### src/rtl/dispensador_ctrl_if.sv
// Request/drive bundle between the vending core and dispensador_ctrl.
// Optional macro DISP_SENSOR_EN adds the product-drop sensor input and the fault flag.
interface dispensador_ctrl_if;
   logic       vendA;
   logic       vendB;
   logic [3:0] cambio;
   logic       motorA;
   logic       motorB;
   logic       coin_big;
   logic       coin_small;
   logic       busy;
   logic       done;
   logic       overrun;
`ifdef DISP_SENSOR_EN
   logic       producto_ok;
   logic       fault;
`endif

   modport master (
      output vendA, vendB, cambio,
      input  motorA, motorB, coin_big, coin_small, busy, done, overrun
`ifdef DISP_SENSOR_EN
      , output producto_ok
      , input  fault
`endif
   );

   modport slave (
      input  vendA, vendB, cambio,
      output motorA, motorB, coin_big, coin_small, busy, done, overrun
`ifdef DISP_SENSOR_EN
      , input  producto_ok
      , output fault
`endif
   );
endinterface

### src/rtl/dispensador_ctrl.sv
// Vend sequencer: runs the product motor, pays change (large coins first)
// and reports busy/done/overrun. One request can wait in the pending slot.
// Optional macro DISP_SENSOR_EN: DISPENSE ends on producto_ok, MOTOR_CYC
// becomes a timeout that skips change and sets the sticky fault output.
//
// state    | meaning
// IDLE     | waiting; a captured request starts DISPENSE on the next edge
// DISPENSE | selected motor running
// CHANGE   | one coin pulse this cycle
// GAP      | quiet cycles between coin pulses
// DONE     | single cycle with done=1
module dispensador_ctrl #(
   parameter int MOTOR_CYC = 8,
   parameter int COIN_GAP  = 2,
   parameter int BIG_VAL   = 2
) (
   input logic               clk,
   input logic               reset,
   dispensador_ctrl_if.slave bus
);
   localparam int            CW         = $clog2(MOTOR_CYC + COIN_GAP + 2);
   localparam logic [CW-1:0] MOTOR_LOAD = CW'(MOTOR_CYC - 1);
   localparam logic [CW-1:0] GAP_LOAD   = (COIN_GAP > 0) ? CW'(COIN_GAP - 1) : '0;
   localparam logic [3:0]    BIG_V      = 4'(BIG_VAL);

   typedef enum logic [2:0] {S_IDLE, S_DISPENSE, S_CHANGE, S_GAP, S_DONE} state_t;

   state_t        state_q, state_d;
   logic [CW-1:0] cnt_q, cnt_d;
   logic [3:0]    big_q, big_d;
   logic [3:0]    small_q, small_d;
   logic          sel_b_q, sel_b_d;
   logic          pend_vld_q, pend_vld_d;
   logic          pend_b_q, pend_b_d;
   logic [3:0]    pend_cambio_q, pend_cambio_d;
   logic [4:0]    coins_left;
   logic          take_pend;
   logic          ov_set;

   logic motor_a_q, motor_a_d;
   logic motor_b_q, motor_b_d;
   logic coin_big_q, coin_big_d;
   logic coin_small_q, coin_small_d;
   logic busy_q, busy_d;
   logic done_q, done_d;
   logic overrun_q, overrun_d;
`ifdef DISP_SENSOR_EN
   logic flt_set;
   logic fault_q, fault_d;
`endif

   assign coins_left = {1'b0, big_q} + {1'b0, small_q};

   // State, timer, change counters and pending slot
   always_ff @(posedge clk) begin
      if (reset) begin
         state_q       <= S_IDLE;
         cnt_q         <= '0;
         big_q         <= '0;
         small_q       <= '0;
         sel_b_q       <= 1'b0;
         pend_vld_q    <= 1'b0;
         pend_b_q      <= 1'b0;
         pend_cambio_q <= '0;
      end else begin
         state_q       <= state_d;
         cnt_q         <= cnt_d;
         big_q         <= big_d;
         small_q       <= small_d;
         sel_b_q       <= sel_b_d;
         pend_vld_q    <= pend_vld_d;
         pend_b_q      <= pend_b_d;
         pend_cambio_q <= pend_cambio_d;
      end
   end

   // Next state; every request (even from IDLE) passes through the pending slot
   always_comb begin
      state_d       = state_q;
      cnt_d         = cnt_q;
      big_d         = big_q;
      small_d       = small_q;
      sel_b_d       = sel_b_q;
      pend_vld_d    = pend_vld_q;
      pend_b_d      = pend_b_q;
      pend_cambio_d = pend_cambio_q;
      take_pend     = 1'b0;
      ov_set        = 1'b0;
`ifdef DISP_SENSOR_EN
      flt_set       = 1'b0;
`endif
      case (state_q)
         S_IDLE: begin
            if (pend_vld_q) take_pend = 1'b1;
         end
         S_DISPENSE: begin
`ifdef DISP_SENSOR_EN
            if (bus.producto_ok) begin
               state_d = (coins_left == '0) ? S_DONE : S_CHANGE;
            end else if (cnt_q == '0) begin
               state_d = S_DONE;
               flt_set = 1'b1;
            end else begin
               cnt_d = cnt_q - CW'(1);
            end
`else
            if (cnt_q == '0) state_d = (coins_left == '0) ? S_DONE : S_CHANGE;
            else             cnt_d   = cnt_q - CW'(1);
`endif
         end
         S_CHANGE: begin
            if (big_q != '0) big_d   = big_q - 4'd1;
            else             small_d = small_q - 4'd1;
            if (coins_left == 5'd1) begin
               state_d = S_DONE;
            end else if (COIN_GAP == 0) begin
               state_d = S_CHANGE;
            end else begin
               state_d = S_GAP;
               cnt_d   = GAP_LOAD;
            end
         end
         S_GAP: begin
            if (cnt_q == '0) state_d = S_CHANGE;
            else             cnt_d   = cnt_q - CW'(1);
         end
         S_DONE: begin
            if (pend_vld_q) take_pend = 1'b1;
            else            state_d   = S_IDLE;
         end
         default: state_d = S_IDLE;
      endcase

      if (take_pend) begin
         state_d    = S_DISPENSE;
         cnt_d      = MOTOR_LOAD;
         sel_b_d    = pend_b_q;
         big_d      = pend_cambio_q / BIG_V;
         small_d    = pend_cambio_q % BIG_V;
         pend_vld_d = 1'b0;
      end

      // A pulse arriving while the slot is occupied is lost, even if the slot
      // is being consumed on this same edge.
      if (bus.vendA || bus.vendB) begin
         if (pend_vld_q) begin
            ov_set = 1'b1;
         end else begin
            pend_vld_d    = 1'b1;
            pend_b_d      = !bus.vendA;
            pend_cambio_d = bus.cambio;
            ov_set        = bus.vendA && bus.vendB;
         end
      end
   end

   // Output decode from the next state so registered outputs line up with state_q
   always_comb begin
      motor_a_d    = (state_d == S_DISPENSE) && !sel_b_d;
      motor_b_d    = (state_d == S_DISPENSE) &&  sel_b_d;
      coin_big_d   = (state_d == S_CHANGE) && (big_d != '0);
      coin_small_d = (state_d == S_CHANGE) && (big_d == '0);
      busy_d       = (state_d != S_IDLE);
      done_d       = (state_d == S_DONE);
      overrun_d    = overrun_q | ov_set;
`ifdef DISP_SENSOR_EN
      fault_d      = fault_q | flt_set;
`endif
   end

   // Output registers
   always_ff @(posedge clk) begin
      if (reset) begin
         motor_a_q    <= 1'b0;
         motor_b_q    <= 1'b0;
         coin_big_q   <= 1'b0;
         coin_small_q <= 1'b0;
         busy_q       <= 1'b0;
         done_q       <= 1'b0;
         overrun_q    <= 1'b0;
`ifdef DISP_SENSOR_EN
         fault_q      <= 1'b0;
`endif
      end else begin
         motor_a_q    <= motor_a_d;
         motor_b_q    <= motor_b_d;
         coin_big_q   <= coin_big_d;
         coin_small_q <= coin_small_d;
         busy_q       <= busy_d;
         done_q       <= done_d;
         overrun_q    <= overrun_d;
`ifdef DISP_SENSOR_EN
         fault_q      <= fault_d;
`endif
      end
   end

   assign bus.motorA     = motor_a_q;
   assign bus.motorB     = motor_b_q;
   assign bus.coin_big   = coin_big_q;
   assign bus.coin_small = coin_small_q;
   assign bus.busy       = busy_q;
   assign bus.done       = done_q;
   assign bus.overrun    = overrun_q;
`ifdef DISP_SENSOR_EN
   assign bus.fault      = fault_q;
`endif
endmodule
### src/flat_wrapper.sv
// flat-port wrapper written by rule: the top's interface ports become plain ports
module dispensador_ctrl_flat 
#(
   parameter int MOTOR_CYC = 8,
   parameter int COIN_GAP  = 2,
   parameter int BIG_VAL   = 2
)
  (clk, reset, bus_vendA, bus_vendB, bus_cambio, bus_motorA, bus_motorB, bus_coin_big, bus_coin_small, bus_busy, bus_done, bus_overrun);
  dispensador_ctrl_if bus_i ();
  input logic clk;
  input logic reset;
  input wire logic [$bits(bus_i.vendA)-1:0] bus_vendA;
  input wire logic [$bits(bus_i.vendB)-1:0] bus_vendB;
  input wire logic [$bits(bus_i.cambio)-1:0] bus_cambio;
  output wire logic [$bits(bus_i.motorA)-1:0] bus_motorA;
  output wire logic [$bits(bus_i.motorB)-1:0] bus_motorB;
  output wire logic [$bits(bus_i.coin_big)-1:0] bus_coin_big;
  output wire logic [$bits(bus_i.coin_small)-1:0] bus_coin_small;
  output wire logic [$bits(bus_i.busy)-1:0] bus_busy;
  output wire logic [$bits(bus_i.done)-1:0] bus_done;
  output wire logic [$bits(bus_i.overrun)-1:0] bus_overrun;
  assign bus_i.vendA = bus_vendA;
  assign bus_i.vendB = bus_vendB;
  assign bus_i.cambio = bus_cambio;
  assign bus_motorA = bus_i.motorA;
  assign bus_motorB = bus_i.motorB;
  assign bus_coin_big = bus_i.coin_big;
  assign bus_coin_small = bus_i.coin_small;
  assign bus_busy = bus_i.busy;
  assign bus_done = bus_i.done;
  assign bus_overrun = bus_i.overrun;
  dispensador_ctrl #(.MOTOR_CYC(MOTOR_CYC), .COIN_GAP(COIN_GAP), .BIG_VAL(BIG_VAL)) u_core (.clk(clk), .reset(reset), .bus(bus_i));
endmodule
### config.mk
export PLATFORM = sky130hd
export DESIGN_NAME = dispensador_ctrl_flat
export DESIGN_NICKNAME = d
export VERILOG_FILES = /design/src/rtl/dispensador_ctrl_if.sv /design/src/rtl/dispensador_ctrl.sv /design/src/flat_wrapper.sv
export SDC_FILE = /design/constraint.sdc
export NUM_CORES = 1
export LEC_CHECK = 0
export CELL_PAD_IN_SITES_DETAIL_PLACEMENT = 1
export CELL_PAD_IN_SITES_GLOBAL_PLACEMENT = 2
export CORE_AREA = 2 2 77 72
export DETAILED_ROUTE_END_ITERATION = 16
export DIE_AREA = 0 0 79 74
export GPL_ROUTABILITY_DRIVEN = 0
export PLACE_DENSITY = 0.75
export SETUP_SLACK_MARGIN = 0.05
export SLEW_MARGIN = 5
export SYNTH_ARGS = -nofsm -noshare
export SYNTH_HDL_FRONTEND = slang
export SYNTH_SLANG_ARGS = --single-unit
### constraint.sdc
create_clock -name clk -period 2.85 [get_ports clk]
set_clock_uncertainty 0.2 [all_clocks]
set_input_delay 0.57 -clock clk [delete_from_list [all_inputs] [get_ports clk]]
set_output_delay 0.57 -clock clk [all_outputs]
set_load 0.005 [all_outputs]
==> results of run 1 <==
## registers in the layout (all words and copies together), names as in the netlist
register and count:
u_core.cnt_q 4, u_core.bus.done 1, u_core.bus.busy 1, u_core.small_q 4
u_core.bus.motorA 1, u_core.sel_b_q 1, u_core.big_q 4, u_core.state_q 3
u_core.bus.motorB 1, u_core.bus.overrun 1, u_core.pend_vld_q 1, u_core.bus.coin_big 1
u_core.pend_b_q 1, u_core.bus.coin_small 1, u_core.pend_cambio_q 4
## power breakdown
group	leakage [uW]	total [uW]	internal (uW)	switching (uW)
clock network	0.0000542	373	218	155
registers	0.000238	475	442	33.0
logic	0.000424	259	119	140
## metrics by stage
stage / total power, uW / instance area (sq um)
after floorplan: 655 / 1510
after global placement: 727 / 1730
after detailed placement: 740 / 1730
after CTS: 1120 / 1830
after global routing: 1170 / 1830
final: 1110 / 1830
## worst min-delay path: stages, from the launching register on
cell	delay, ps
sky130_fd_sc_hd__dfxtp_1	330
sky130_fd_sc_hd__nor2_1	50
sky130_fd_sc_hd__nor2_1	70
## synthesized netlist by cell type, drive strengths merged
master / count
o21ai: 3
ha: 7
nor3: 5
nor2b: 3
fa: 1
o41ai: 1
xnor2: 2
dfxtp: 29
a41oi: 2
or3: 6
o32ai: 2
o31a: 1
a311o: 1
a21oi: 12
a31oi: 5
and3: 1
xor2: 2
mux2i: 5
or2: 1
a311oi: 1
nand3: 3
nor2: 19
nor4: 4
nand2b: 4
and2: 1
mux2: 1
buf: 5
o21bai: 1
or3b: 2
o31ai: 1
o211a: 1
a31o: 1
o2111ai: 1
a211oi: 3
nor3b: 3
inv: 11
nand2: 6
and4bb: 2
maj3: 1
nor4b: 1
clkbuf: 3
## kinds of logic after synthesis
family	after synthesis	share of synthesized area [%]
AND/OR/NAND/NOR	61	23.0
AO/OA/AOI/OAI	36	17.8
flip-flops	29	38.4
buffers and inverters	19	6.37
adder cells (fa/ha/maj)	9	7.78
multiplexers	6	4.30
XOR/XNOR	4	2.32
## layout by cell type, fill, tap and decap left out, types with 4 or more instances in the layout
master                            instances
sky130_fd_sc_hd__dfxtp_1                 29
sky130_fd_sc_hd__nor2_1                  19
sky130_fd_sc_hd__clkdlybuf4s50_1         14
sky130_fd_sc_hd__a21oi_1                 12
sky130_fd_sc_hd__inv_1                   11
sky130_fd_sc_hd__ha_1                     7
sky130_fd_sc_hd__clkbuf_8                 7
sky130_fd_sc_hd__or3_1                    6
sky130_fd_sc_hd__nand2_1                  6
sky130_fd_sc_hd__buf_4                    6
sky130_fd_sc_hd__a31oi_1                  5
sky130_fd_sc_hd__nor3_1                   5
sky130_fd_sc_hd__mux2i_1                  5
sky130_fd_sc_hd__nand2b_1                 4
## worst paths after layout
check,cells after the start,start,end,slack [ps]
setup / recovery,7,u_core.small_q[0]$_SDFFE_PP0P_,u_core.cnt_q[1]$_SDFFE_PP0P_,150
setup reg to reg,7,u_core.small_q[0]$_SDFFE_PP0P_,u_core.cnt_q[1]$_SDFFE_PP0P_,150
hold / removal,2,u_core.bus.overrun$_SDFF_PP0_,u_core.bus.overrun$_SDFF_PP0_,270
hold reg to reg,2,u_core.bus.overrun$_SDFF_PP0_,u_core.bus.overrun$_SDFF_PP0_,270
## layout make-up
class	count	area, sq um
clock buffer	7	96.3
fill	605	3240
inverter	11	41.3
timing repair buffer	20	185
multi-input combinational	116	837
clock inverter	1	5.00
sequential	29	581
tap	67	83.8
## metal layers
metal | up-vias | track usage [%]
met4 | 0 | 5.94
met3 | 6 | 2.91
met1 | 602 | 17.2
met5 | - | 0
li1 | 628 | -
met2 | 13 | 22.3
==> results.md, run 1 <==
- The number of DRC violations after detailed routing is 0.
- Setup violations remaining at the end of the flow were counted as 0.
- The initial utilization of the core area, before any placement, comes to around 30%.
- The highest metal layer carrying signal wires in the routed design is met4.
- The count of yosys warnings during synthesis is 0.
- Data on the critical path is required at its endpoint by between 2000 and 3000 ps.
- The number of storage elements in the synthesis netlist is 29.
- The buffer depth of the longest clock path is 2.
- The first-pass iteration count of the detailed router is 5.
- After global routing the overflow that remains totals 0.
- The worst setup path is launched from a flop.
- The total count of hold-check failures in the final report is 0.
- The post-CTS setup buffer count is 0.
- The overall via count from detail_route is 1249.
- The final-report max-slew violation count came to 0.
- The net count of the finished layout is between 150 and 200.
- The post-route netlist has a little over an eighth of its cells at a drive strength greater than 1.
- The share of the core filled with cells in the final layout is approximately 36%.
- After floorplanning, the core was sized to cover 5070 sq um.
- The critical path arrival is ~2700 ps.
- On the critical path, the stage with the largest delay is an instance of sky130_fd_sc_hd__fa_1.
- The final hold slack is 273 ps.
- The count of antenna diodes in the layout is 0.
- The number of gates resized after cts is 0.
- In this run the power density over the cells is approximately 600 nW/um^2.
- The later pin in the worst-skew pair is clocked with a latency of approximately 270 ps.
- The type of the setup path with the least slack is flop to flop.
- Entering global routing, the biggest net connects 16 pins.
- The first global-routing pass estimated 6090 um of wire.
- The global-route total usage across every layer is between 10% and 20%.
- For this run, the register share of the synthesized area comes to around 38%.
- The area enclosed by the die boundary is between 5000 and 6000 sq um.
- The final period utilization is about 95%.
- From synthesis to final layout, the design area changed by 21.0%.
- The number of nets with antenna violations after detailed routing is 0.
- For the pin with the worst max-slew slack, the measured transition is a little under 700 ps.
- The CTS H-tree depth is 2.
- A synthesized cell averages 9.22 sq um.
- The pre-CTS setup slack is 65.7 ps.
- The element type at the critical path end is a flop.
- The unique cell type count in the Yosys netlist is between 40 and 50.
- For this run, the top clock speed supported by timing is 370 MHz.
- The number of top-level pins is 15.
- The count of mapped cells out of synthesis is around 160.
- The initialized floorplan defines 25 standard-cell rows.
- The count of input and output buffers is 14.
- The proportion of netlist area held by the largest area contributor is a little under 40%.
- Traced cell by cell, the critical path runs through ha_1 -> fa_1 -> or3_1 -> o32ai_2 -> o2111ai_1 -> and2_4 -> mux2_4.
- The path class of the tightest hold or removal check is flop to flop.
- The count of cells in the finished layout, fillers not included, comes to about 250.
- The delay of the slowest critical-path stage is ~400 ps.
- Detailed routing placed a total of 96 um of wire on met3.
- The initial antenna violation count is 0.
- The met2 wire length is 1730 um.
- The leakage power summed over all cells is about 0.00072 uW.
- The quantity of hold-fixing buffers added after cts is 0.
- TritonCTS built the clock tree.
- The HPWL after detailed placement is about 2800 um.
- The kind of cell with the highest combined delay on the critical path is simple AND/OR/NAND/NOR gates.
- Along the worst path, the maximum fanout reaches 6.
- In the final routed layout, each cell accounts on average for about 15 um.
- The number of clock sinks is 29.
- Setup repair after global routing left no endpoint under its margin.
- The vertical die dimension is 74 um.
- The max-capacitance violation count is 0.
- The via count of the first global-routing pass was ~1300.
- After layout, the minimum clock period comes to between 2000 and 3000 ps.
- The first routing iteration left 61 violations.
- After detailed routing, the total wire length is 3680 um.
- The synthesized netlist occupies a cell area of between 1500 and 2000 sq um.
- From left edge to right edge, the die measures between 70 and 80 um.
- The flow ran to the end, and the final reports show no timing, DRC or antenna violations.
- The detailed router put a total of roughly 1800 um of wire on met1.
- Across all setup checks in the final design, the least slack found is 149 ps.
- The total buffers and inverters traversed by the critical path is 0.
- The CTS root buffer is sky130_fd_sc_hd__clkbuf_8.
- TritonCTS created 5 clock buffers.
- The cell type with the largest total area after synthesis is sky130_fd_sc_hd__dfxtp_1.
- The post-placement cell count is between 200 and 250.
- The number of nets in the synthesized netlist is 180.
- The clock-pin slew of the registers on the worst-case setup and hold paths is 60 ps.
- VDD sags by at most around 0.33 mV.
- After synthesis, the cell types taking the most area are sky130_fd_sc_hd__dfxtp_1 (38%), sky130_fd_sc_hd__ha_1 (5.8%), sky130_fd_sc_hd__nor2_1 (4.7%), sky130_fd_sc_hd__a21oi_1 (4.0%), sky130_fd_sc_hd__mux2i_1 (3.3%).
- Dividing the detail-routed via count by the number of cells gives 4.98.
- The total negative setup slack is 0 ps.
- Headroom to the max-slew limit came out at approximately 55%.
No activity file was read; power rests on OpenSTA's default activity.
==> run 2, diff against run 1 <==
--- a/config.mk
+++ b/config.mk
@@ -13,7 +13,7 @@
 export GPL_ROUTABILITY_DRIVEN = 0
 export PLACE_DENSITY = 0.75
 export SETUP_SLACK_MARGIN = 0.05
-export SLEW_MARGIN = 5
+export SLEW_MARGIN = 20
 export SYNTH_ARGS = -nofsm -noshare
 export SYNTH_HDL_FRONTEND = slang
 export SYNTH_SLANG_ARGS = --single-unit
==> results of run 2 <==
No change in the layout: final DEF, timing and power equal those of run 1.
==> run 3, diff against run 2 <==
--- a/config.mk
+++ b/config.mk
@@ -5,6 +5,7 @@
 export SDC_FILE = /design/constraint.sdc
 export NUM_CORES = 1
 export LEC_CHECK = 0
+export ABC_CLOCK_PERIOD_IN_PS = 2850
 export CELL_PAD_IN_SITES_DETAIL_PLACEMENT = 1
 export CELL_PAD_IN_SITES_GLOBAL_PLACEMENT = 2
 export CORE_AREA = 2 2 77 72
==> results of run 3 <==
No change in the layout: final DEF, timing and power equal those of run 1.
